## src/rtl/wb_port_arbiter_if.sv

```systemverilog
// Bundle between the writeback pipeline, the multi-cycle unit, and the register-file write port.
// The arbiter takes the slave view; whatever drives it takes the master view.
interface wb_port_arbiter_if #(
  parameter int DEPTH = 4
);
  localparam int CW = $clog2(DEPTH + 1);

  logic          RegWriteW;
  logic [4:0]    RdW;
  logic [31:0]   ResultW;
  logic          mdu_valid;
  logic [4:0]    mdu_rd;
  logic [31:0]   mdu_data;
  logic          mdu_ready;
  logic          rf_we;
  logic [4:0]    rf_waddr;
  logic [31:0]   rf_wdata;
  logic          rf_src;
  logic          stall_req;
  logic [CW-1:0] fifo_count;

  modport slave (
    input  RegWriteW, RdW, ResultW, mdu_valid, mdu_rd, mdu_data,
    output mdu_ready, rf_we, rf_waddr, rf_wdata, rf_src, stall_req, fifo_count
  );

  modport master (
    output RegWriteW, RdW, ResultW, mdu_valid, mdu_rd, mdu_data,
    input  mdu_ready, rf_we, rf_waddr, rf_wdata, rf_src, stall_req, fifo_count
  );
endinterface

```

## src/rtl/wb_port_arbiter.sv

```systemverilog
// Shares one register-file write port between the pipeline (always wins) and a multi-cycle unit.
// Results from the multi-cycle unit that cannot be written at once wait in a small FIFO.
module wb_port_arbiter #(
  parameter int DEPTH        = 4,
  parameter int STARVE_LIMIT = 3
) (
  input  logic              clk,
  input  logic              rst,
  wb_port_arbiter_if.slave  bus
);
  localparam int AW = $clog2(DEPTH);
  localparam int CW = $clog2(DEPTH + 1);
  localparam int SW = $clog2(STARVE_LIMIT + 1);
  localparam logic [CW-1:0] FULL = CW'(DEPTH);
  localparam logic [SW-1:0] SLIM = SW'(STARVE_LIMIT);

  logic [4:0]    rd_mem   [DEPTH];
  logic [31:0]   data_mem [DEPTH];
  logic [AW-1:0] rd_ptr_q, rd_ptr_d, wr_ptr_q, wr_ptr_d;
  logic [CW-1:0] count_q, count_d;
  logic [SW-1:0] starve_q, starve_d;
  logic          stall_q, stall_d;

  logic pipe_wr, fifo_empty, ready, deq, bypass, enq;

  // A pipeline write to x0 is a no-op and leaves the port free for the multi-cycle side.
  assign pipe_wr    = bus.RegWriteW && (bus.RdW != 5'd0);
  assign fifo_empty = (count_q == '0);
  assign ready      = !rst && (count_q < FULL);
  assign deq        = !rst && !pipe_wr && !fifo_empty;
  assign bypass     = !rst && !pipe_wr && fifo_empty && bus.mdu_valid && (bus.mdu_rd != 5'd0);
  assign enq        = bus.mdu_valid && ready && !bypass && (bus.mdu_rd != 5'd0);

  // NOTE: every output gets a default first so no path through this block infers a latch.
  always_comb begin
    bus.rf_we    = 1'b0;
    bus.rf_waddr = 5'd0;
    bus.rf_wdata = 32'd0;
    bus.rf_src   = 1'b0;
    if (!rst) begin
      if (pipe_wr) begin
        bus.rf_we    = 1'b1;
        bus.rf_waddr = bus.RdW;
        bus.rf_wdata = bus.ResultW;
      end else if (deq) begin
        bus.rf_we    = 1'b1;
        bus.rf_waddr = rd_mem[rd_ptr_q];
        bus.rf_wdata = data_mem[rd_ptr_q];
        bus.rf_src   = 1'b1;
      end else if (bypass) begin
        bus.rf_we    = 1'b1;
        bus.rf_waddr = bus.mdu_rd;
        bus.rf_wdata = bus.mdu_data;
        bus.rf_src   = 1'b1;
      end
    end
  end

  assign bus.mdu_ready  = ready;
  assign bus.fifo_count = count_q;
  assign bus.stall_req  = stall_q;

  always_comb begin
    rd_ptr_d = deq ? rd_ptr_q + AW'(1) : rd_ptr_q;
    wr_ptr_d = enq ? wr_ptr_q + AW'(1) : wr_ptr_q;
    count_d  = count_q + CW'(enq) - CW'(deq);
    // Counts cycles the head has been waiting behind the pipeline.
    if (fifo_empty || deq)    starve_d = '0;
    else if (starve_q < SLIM) starve_d = starve_q + SW'(1);
    else                      starve_d = starve_q;
    stall_d = (starve_d >= SLIM);
  end

  // NOTE: state uses non-blocking assignments so every register samples pre-edge values.
  always_ff @(posedge clk) begin
    if (rst) begin
      rd_ptr_q <= '0;
      wr_ptr_q <= '0;
      count_q  <= '0;
      starve_q <= '0;
      stall_q  <= 1'b0;
    end else begin
      rd_ptr_q <= rd_ptr_d;
      wr_ptr_q <= wr_ptr_d;
      count_q  <= count_d;
      starve_q <= starve_d;
      stall_q  <= stall_d;
    end
  end

  // NOTE: storage is not reset; clearing the pointers and count already makes stale entries unreachable.
  always_ff @(posedge clk) begin
    if (enq) begin
      rd_mem[wr_ptr_q]   <= bus.mdu_rd;
      data_mem[wr_ptr_q] <= bus.mdu_data;
    end
  end
endmodule
```

## src/flat_wrapper.sv

```systemverilog
// flat-port wrapper written by rule: the top's interface ports become plain ports
module wb_port_arbiter_flat 
#(
  parameter int DEPTH        = 4,
  parameter int STARVE_LIMIT = 3
)
  (clk, rst, bus_RegWriteW, bus_RdW, bus_ResultW, bus_mdu_valid, bus_mdu_rd, bus_mdu_data, bus_mdu_ready, bus_rf_we, bus_rf_waddr, bus_rf_wdata, bus_rf_src, bus_stall_req, bus_fifo_count);
  wb_port_arbiter_if #(.DEPTH(DEPTH)) bus_i ();
  input  logic clk;
  input  logic rst;
  input wire logic [$bits(bus_i.RegWriteW)-1:0] bus_RegWriteW;
  input wire logic [$bits(bus_i.RdW)-1:0] bus_RdW;
  input wire logic [$bits(bus_i.ResultW)-1:0] bus_ResultW;
  input wire logic [$bits(bus_i.mdu_valid)-1:0] bus_mdu_valid;
  input wire logic [$bits(bus_i.mdu_rd)-1:0] bus_mdu_rd;
  input wire logic [$bits(bus_i.mdu_data)-1:0] bus_mdu_data;
  output wire logic [$bits(bus_i.mdu_ready)-1:0] bus_mdu_ready;
  output wire logic [$bits(bus_i.rf_we)-1:0] bus_rf_we;
  output wire logic [$bits(bus_i.rf_waddr)-1:0] bus_rf_waddr;
  output wire logic [$bits(bus_i.rf_wdata)-1:0] bus_rf_wdata;
  output wire logic [$bits(bus_i.rf_src)-1:0] bus_rf_src;
  output wire logic [$bits(bus_i.stall_req)-1:0] bus_stall_req;
  output wire logic [$bits(bus_i.fifo_count)-1:0] bus_fifo_count;
  assign bus_i.RegWriteW = bus_RegWriteW;
  assign bus_i.RdW = bus_RdW;
  assign bus_i.ResultW = bus_ResultW;
  assign bus_i.mdu_valid = bus_mdu_valid;
  assign bus_i.mdu_rd = bus_mdu_rd;
  assign bus_i.mdu_data = bus_mdu_data;
  assign bus_mdu_ready = bus_i.mdu_ready;
  assign bus_rf_we = bus_i.rf_we;
  assign bus_rf_waddr = bus_i.rf_waddr;
  assign bus_rf_wdata = bus_i.rf_wdata;
  assign bus_rf_src = bus_i.rf_src;
  assign bus_stall_req = bus_i.stall_req;
  assign bus_fifo_count = bus_i.fifo_count;
  wb_port_arbiter #(.DEPTH(DEPTH), .STARVE_LIMIT(STARVE_LIMIT)) u_core (.clk(clk), .rst(rst), .bus(bus_i));
endmodule
```

## config.mk

```make
export PLATFORM = sky130hd
export DESIGN_NAME = wb_port_arbiter_flat
export DESIGN_NICKNAME = d
export VERILOG_FILES = /design/src/rtl/wb_port_arbiter_if.sv /design/src/rtl/wb_port_arbiter.sv /design/src/flat_wrapper.sv
export SDC_FILE = /design/constraint.sdc
export NUM_CORES = 1
export LEC_CHECK = 0
export CAP_MARGIN = 15
export CELL_PAD_IN_SITES_DETAIL_PLACEMENT = 0
export CELL_PAD_IN_SITES_GLOBAL_PLACEMENT = 1
export CORE_ASPECT_RATIO = 1.25
export CORE_MARGIN = 2
export CORE_UTILIZATION = 41
export CTS_BUF_LIST = sky130_fd_sc_hd__clkbuf_8
export CTS_CLUSTER_DIAMETER = 30
export DETAILED_ROUTE_END_ITERATION = 8
export GPL_TIMING_DRIVEN = 0
export PLACE_DENSITY_LB_ADDON = 0.15
export SLEW_MARGIN = 20
export SYNTH_ARGS = -nofsm -noshare
export SYNTH_HDL_FRONTEND = slang
export SYNTH_SLANG_ARGS = --single-unit
export TNS_END_PERCENT = 50
```

## constraint.sdc

```tcl
create_clock -name clk -period 2.6 [get_ports clk]
set_clock_uncertainty 0.05 [all_clocks]
set_input_delay 0.52 -clock clk [delete_from_list [all_inputs] [get_ports clk]]
set_output_delay 0.52 -clock clk [all_outputs]
set_load 0.03 [all_outputs]
```

# After elaboration in Yosys (flattened, before gate mapping)
# Memories as Yosys holds them, arrays and structs flattened. A register that Yosys moved wholly into a read port is not among the register bits.
# Cells that the tools add are included.
# totals
register_bits	10
ramBits	148
in_bits	78
output_inout_bits	44
wordCells	55
memories	2
# mem_list
name	words	word_bits	rd	rd_ports_with_merged_regs	write_ports	line	text
u_core.data_mem	4	32	1	1	1	wb_port_arbiter.sv:18	logic [31:0] data_mem [DEPTH];
u_core.rd_mem	4	5	1	1	1	wb_port_arbiter.sv:17	logic [4:0] rd_mem [DEPTH];
# op_classes
addsub	5
order_cmp	3
n_mux	22
reduce_logical	18
# op_table
op	n
$mux W32	4
$mux W5	4
$mux W2	6
$logic_and A1 B1 Y1	10
$reduce_bool A5 Y1	2
$mux W1	8
$add A2 B1 Y2 const B	3
$logic_not A1 Y1	4
$add A3 B1 Y3	1
$logic_not A3 Y1	1
$lt A3 B3 Y1 const B	1
$sub A3 B1 Y3	1
$ge A2 B2 Y1 const B	1
$lt A2 B2 Y1 const B	1
$logic_or A1 B1 Y1	1

# Depth between registers and ports, before layout
# Gate-level depths: netlist of the first run.
# logic_depth
ltp_word	12
ltp_mapped	10

# Least setup slack after synthesis of the first run
# OpenSTA, ideal clock, no wires.
# synth_timing
kind	in2reg
startpoint	input port rst
endpoint	memory u_core.data_mem[0][0], enable pin
arrival_ns	2.602
required_time_ns	2.152
path_slack_ns	-0.450
cell_stages	5
n_path_buf	1
cell_sequence	nor2_1 > o211a_1 > buf_2 > o21a_1 > and2_1
# synth_between
elab_chain_len	10
word_cells_on_any_way	12
# synth_rtl
item	line	text
start, declared	flat_wrapper.sv:10	input logic rst;
$logic_not A1 Y1 *	wb_port_arbiter.sv:29, wb_port_arbiter.sv:31	
$logic_and A1 B1 Y1 (4 in series)	wb_port_arbiter.sv:31	assign bypass = !rst && !pipe_wr && fifo_empty && bus.mdu_valid && (bus.mdu_rd != 5'd0);
$logic_not A1 Y1	wb_port_arbiter.sv:32	assign enq = bus.mdu_valid && ready && !bypass && (bus.mdu_rd != 5'd0);
$logic_and A1 B1 Y1 * (2 in series)	wb_port_arbiter.sv:32	
via u_core.enq	wb_port_arbiter.sv:24	logic pipe_wr, fifo_empty, ready, deq, bypass, enq;
$mux W1 *	wb_port_arbiter.sv:93	if (enq) begin
$mux W1 (implied by the code) *	wb_port_arbiter.sv:95	data_mem[wr_ptr_q] <= bus.mdu_data;
end, declared	wb_port_arbiter.sv:18	
# Mark *: on every way through the listed nets, which the timed path passes. The rest lies on a longest branch.

# Worst setup path after layout of the first run
# layout_timing
startpoint	input port bus_RdW[3]
endpoint	output port bus_rf_waddr[4]
# layout_between
elab_chain_len	11
word_cells_on_any_way	12
# layout_rtl
item	line	text
start, declared	flat_wrapper.sv:12	input wire logic [$bits(bus_i.RdW)-1:0] bus_RdW;
$reduce_bool A5 Y1 *	wb_port_arbiter.sv:27	assign pipe_wr = bus.RegWriteW && (bus.RdW != 5'd0);
$logic_and A1 B1 Y1 *	wb_port_arbiter.sv:27	
$logic_not A1 Y1	wb_port_arbiter.sv:30, wb_port_arbiter.sv:31	
$logic_and A1 B1 Y1	wb_port_arbiter.sv:30, wb_port_arbiter.sv:31	
$logic_and A1 B1 Y1 (3 in series)	wb_port_arbiter.sv:31	
$mux W5	wb_port_arbiter.sv:50	end else if (bypass) begin
$mux W5	wb_port_arbiter.sv:45	end else if (deq) begin
$mux W5 *	wb_port_arbiter.sv:41	if (pipe_wr) begin
$mux W5 *	wb_port_arbiter.sv:40	if (!rst) begin
end, declared	flat_wrapper.sv:19	output wire logic [$bits(bus_i.rf_waddr)-1:0] bus_rf_waddr;
# Every way passes the cells marked *; elsewhere a longest branch is shown, timed or not.

==> results.ini, run 1 <==
[clocking]
clockRootBuffer = clkbuf_8
holdBufCountCts = 0
clk_pin_slew_ns = 0.07
cts_num_sinks = 160
numCtsBuffers = 17
tritoncts = yes
htree_levels = 4
cts_buffer_depth = 2
insertion_delay_ns = 0.45

[floorplanning]
ios = 122
dieArea_mm2 = 0.01790
core-area_mm2 = 0.01664
placementRows = 53
initial_utilization_pct = 41.48
fp.dieW_um = 120.1
die_y_um = 149.1

[setup_path]
arrival_ns = 2.29
endpoint_kind = primary output
path_buf_inv = 5
slowest_delay_ns = 0.55
crit_type = in2out
crit_top_cell = buf_6
crit_chain = buf_6 -> or4_4 -> o21ai_4 -> buf_6 -> buf_6 -> buf_4 -> nand4_1 -> a211oi_2 -> buf_4
path_delay_family = buffers and inverters
startpoint_type = input port
crit_required_ns = 2.03
crit_path_max_fanout = 4
crit_slowest_cell = or4_4

[grt]
grtUsageTotal_pct = 20.97
grt_overflow = 0
grt_pass1_wl_mm = 27.77
grt_pass1_vias = 4985
grt_max_degree = 38
antenna_found_initial = 0

[synth]
synth_cell_type_count = 32
ys_warn_count = 0
netlist_area_mm2 = 0.006904
synth_seq_cells = 160
seq_area_frac_synth_pct = 67.85
synth_cells = 437
ys.flop_type = edfxtp_1
synth_enable_flop_cells = 148
syn_area_per_cell_um2 = 15.80
async_reset_ff_share_pct = 0
syn_nets = 522

[place]
hpwlAfterDp_mm = 10.90
post-place-ws_ns = -1.325
numPortBuffers = 121
place_inst = 778
place_congestion = 0.7381

[timing]
finalWorstSetupSlack_ns = -0.2567
final.period_utilization_pct = 109.9
max_clock_freq_mhz = 350.1
worst_pin_slew_ns = 0.6353
layout_min_cycle_time_ns = 2.857
slew-limit-headroom_pct = 57.64
rsz0062_at_grt = yes
hold_slack_ns = 0.2432
hold_viol = 0
drv_slew = 0
setup_viol = 38

[power]
seq_power_share_pct = 43.8
clkPwrFrac_pct = 27.9
switching_power_mw = 2.063
p_sw_share_pct = 29.80
p_total_mw = 6.923
p_leak_nw = 3.132
combPwrFrac_pct = 28.3
peakVddDrop_mv = 0.4998
pwr_density_cell_mw_per_mm2 = 729.4
p_int_mw = 4.860

[layout]
multi_input_area_mm2 = 0.002346
regArea_mm2 = 0.004687
fillers = 1387
fin_util_pct = 57.02
drive_gt1_share_pct = 39.34
syn_to_final_growth_pct = 37.48
nNetsFinal = 677
antenna_cells = 0
final_cells = 825

[route]
drt_drc_violations_left = 0
first_pass_iters = 4
num_vias = 4576
wire_per_inst_um = 21.62
antenna_left = 0
vias_per_cell = 5.547
drt-total-wl_mm = 17.84
drt_iter0_drc = 282

[flow_run]
drv_cap = 0

[min_path]
hold_class = in2reg

[run_status]
run_status = finished, violations left
violations = setup timing

==> registers in the layout, summed over array words and instances, names as in the netlist, named ones only <==
name                   count
u_core.data_mem          128
u_core.rd_mem             20
u_core.bus.fifo_count      3
u_core.rd_ptr_q            2
u_core.starve_q            2
u_core.wr_ptr_q            2
u_core.bus.stall_req       1
==> power by group through the flow <==
| stage | sequential [mW] | clock (mW) | combinational, mW |
|---|---|---|---|
| after floorplan | 3.10 | 0 | 1.04 |
| after global placement | 3.08 | 0 | 1.72 |
| after detailed placement | 3.09 | 0 | 1.73 |
| after CTS | 3.03 | 1.95 | 1.97 |
| after global routing | 3.05 | 2.06 | 2.09 |
| final | 3.03 | 1.93 | 1.96 |
==> synthesized netlist by cell type (all sizes together), types with 2 or more instances <==
cell / count / area (um2)
dfxtp: 12 / 240.2
clkbuf: 22 / 82.58
a21oi: 40 / 200.2
xnor2: 2 / 17.52
nor2b: 4 / 25.02
nand2b: 3 / 18.77
a211oi: 37 / 277.8
o21a: 2 / 15.01
nand4: 37 / 231.5
nor2: 43 / 161.4
mux2i: 2 / 20.02
nor3: 2 / 10.01
o21ai: 3 / 18.77
or4: 2 / 18.77
ha: 6 / 75.07
mux4: 37 / 833.3
and2: 4 / 25.02
buf: 16 / 88.83
edfxtp: 148 / 4444
inv: 6 / 22.52
or3: 2 / 12.51
==> per-stage QoR <==
stage	area [um2]	TNS (ns)
finish	9492	-6.910
global route	9492	-9.376
global placement	8591	-192.75
CTS	9488	-7.674
floorplan	7104	-1.836
detailed placement	8591	-199.89
==> timing repair <==
action	4_1_cts	5_1_grt
endpoints found under the setup margin	189	39
pin swaps	10	8
setup buffers	13	1
gates cloned	2	0
hold endpoints to repair	0	0
resized for setup	393	10
==> final cells by class <==
cell class              instances  area share [%]
flip-flops and latches        160           49.38
plain buffers                  37           4.561
inverters                       6          0.2373
repair buffers                137           13.72
well taps                     220           2.900
clock buffers                  21           3.045
clock inverters                11           1.437
multi-input cells             233           24.72
==> cells by family (layout without fill, tap and decap cells) <==
kind of cell               after synthesis  after routing  synth area share, %
xor gates and xnor gates                 2              2               0.2538
and+or+nand+nor                         99             99                7.448
DFF                                    160            160                67.85
AOI/OAI and AO/OA                       86             86                7.902
adders and majority gates                7              7                1.377
muxes                                   39             39                12.36
buffers and inverters                   44            212                2.809
==> path summary, 6_finish.rpt <==
path	to	cells past startpoint	slack [ns]	from
setup / recovery	bus_rf_waddr[4]	9	-0.26	bus_RdW[3]
hold / removal	u_core.rd_mem[3][1]	1	0.24	bus_mdu_rd[1]
setup reg to reg	u_core.bus.fifo_count[2]	9	0.26	u_core.bus.fifo_count[0]
hold reg to reg	flop	1	0.43	u_core.rd_ptr_q[1]
==> layout by cell type (no fill, tap or decap), types with 4 or more instances in the layout <==
master,n
mux4_2,37
a211oi_2,36
a21oi_2,18
clkbuf_4,5
dfxtp_1,10
clkdlybuf4s50_1,73
edfxtp_1,148
clkbuf_2,6
nor2_1,40
buf_4,49
and2_4,4
ha_1,6
a21oi_1,21
buf_6,18
clkbuf_8,26
clkbuf_16,5
nand4_1,37
inv_1,8
buf_2,4
==> layer usage <==
layer  wire, um  vias up  global-route usage (%)
met5          0        -                       0
met2       9427      116                   36.42
li1           -     2080                       -
met1       7312     2354                   26.87
met4        384        0                   7.412
met3        713       26                   3.135
Note: power is estimated with default switching activity, not from simulation.
==> run 2, diff against run 1 <==
- CELL_PAD_IN_SITES_DETAIL_PLACEMENT: 0 -> unset
- CELL_PAD_IN_SITES_GLOBAL_PLACEMENT: 1 -> unset
- CORE_MARGIN: 2 -> 5
- CORE_UTILIZATION: 41 -> 50
- clock period: 2.6 -> 2.85 ns (I/O delays scaled with it)
==> run 2 against run 1 <==
The run still ends with setup timing left. Sequential cell count is the same. Routed wire length increased by 0.73%. Highest routed layer unchanged. Clock-buffer cell count is 4 lower. Critical path type unchanged. Critical endpoint is now bus_rf_wdata[31]. First-iteration DRC count up 51%. Die area is 9.1% lower.
==> results.ini, run 2 (same netlist as run 1, synthesis figures left out) <==
[run_status]
run_status = finished, violations left
violations = setup timing

[grt]
antenna_found_initial = 0
grt_pass1_vias = 4995
grtUsageTotal_pct = 22.37
grt_overflow = 0
grt_max_degree = 38
grt_pass1_wl_mm = 27.45

[clocking]
cts_num_sinks = 160
clk_pin_slew_ns = 0.09
clockRootBuffer = clkbuf_8
numCtsBuffers = 17
tritoncts = yes
insertion_delay_ns = 0.43
cts_buffer_depth = 2
htree_levels = 4

[flow_run]
drv_cap = 0

[route]
drt-total-wl_mm = 17.97
num_vias = 4712
antenna_left = 0
drt_drc_violations_left = 0
wire_per_inst_um = 23.27
first_pass_iters = 5
vias_per_cell = 6.104
drt_iter0_drc = 425

[place]
numPortBuffers = 121
place_inst = 734
place_congestion = 0.7658
hpwlAfterDp_mm = 10.76
post-place-ws_ns = -1.200

[layout]
nNetsFinal = 669
fillers = 975
regMostFlops = u_core.data_mem
syn_to_final_growth_pct = 34.49
layout_common_cells = edfxtp_1, clkdlybuf4s50_1, buf_4
drive_gt1_share_pct = 38.19
final_cells = 772
layout_commonest_cell = edfxtp_1
antenna_cells = 0
fin_util_pct = 67.81
largest_reg_flops = 128

[setup_path]
crit_chain = buf_6 -> or4_4 -> o21ai_4 -> buf_12 -> clkbuf_4 -> nand4_1 -> a211oi_2 -> buf_4
crit_type = in2out
crit_required_ns = 2.23
crit_slowest_cell = or4_4
r2r_slack_ns = 0.30
arrival_ns = 2.29
crit_path_max_fanout = 8
endpoint_kind = primary output
startpoint_type = input port
slowest_delay_ns = 0.55

[floorplanning]
ios = 122
die_y_um = 141.4
fp.dieW_um = 115.1
placementRows = 48
initial_utilization_pct = 50.42
dieArea_mm2 = 0.01627
core-area_mm2 = 0.01369

[timing]
max_clock_freq_mhz = 343.4
final.period_utilization_pct = 102.2
finalWorstSetupSlack_ns = -0.06241
drv_slew = 0
slew-limit-headroom_pct = 28.08
setup_viol = 13
hold_viol = 0
worst_pin_slew_ns = 1.079
rsz0062_at_grt = yes
finalSetupTns_ns = -0.2858
layout_min_cycle_time_ns = 2.912

[min_path]
hold_class = in2reg

[power]
pwr_density_cell_mw_per_mm2 = 652.3
p_total_mw = 6.057
peakVddDrop_mv = 0.3965
p_leak_nw = 3.023

run 2: final cells by class:
cell class                 instances  area, um2  share of cell area [%]
buffer                            37      394.1                   4.245
inverter                           6      22.52                  0.2426
timing repair buffer             129       1240                   13.35
multi-input combinational        233       2354                   25.35
tap                              175      219.0                   2.358
clock inverter                    15      136.4                   1.469
sequential                       160       4686                   50.46
clock buffer                      17      234.0                   2.520
run 2: final timing paths:
| kind | start | end | cells past startpoint |
|---|---|---|---|
| setup / recovery | bus_RdW[2] | bus_rf_wdata[31] | 8 |
| setup reg to reg | u_core.bus.fifo_count[2] | u_core.data_mem[2][11] | 5 |
| hold reg to reg | u_core.rd_ptr_q[1] | flop | 1 |
| hold / removal | bus_mdu_rd[1] | u_core.rd_mem[1][1] | 1 |
run 2: critical path, delay by kind of cell:
family	cells	cell delay, ns
simple gates	2	0.68
compound gates	2	0.39
buf+inv	4	0.65
run 2: where the power goes:
group	internal [mW]	switching (mW)
clock	0.697	0.858
sequential	2.71	0.0587
combinational	0.733	0.996
run 2: metal layers:
metal / vias to the layer above / track usage (%) / part of all wire (%)
li1: 2067 / - / -
met1: 2430 / 29.23 / 40
met2: 192 / 37.99 / 53
met3: 23 / 4.138 / 6.2
met4: 0 / 6.984 / 1.3
met5: - / 0 / 0
run 2: what timing repair did:
action | 4_1_cts | 5_1_grt
gates resized for setup | 401 | 69
buffers inserted | 5 | 0
setup endpoints to repair | 178 | 38
cloned | 3 | 1
hold buffers | 0 | 0
pin swaps | 20 | 11
run 2: per-stage QoR:
step	hold WS [ns]	instance area, um2
CTS	0.3241	9082
floorplan	0.3780	6908
global placement	0.3929	8338
detailed placement	0.4029	8359
finish	0.3431	9285
global route	0.3177	9285
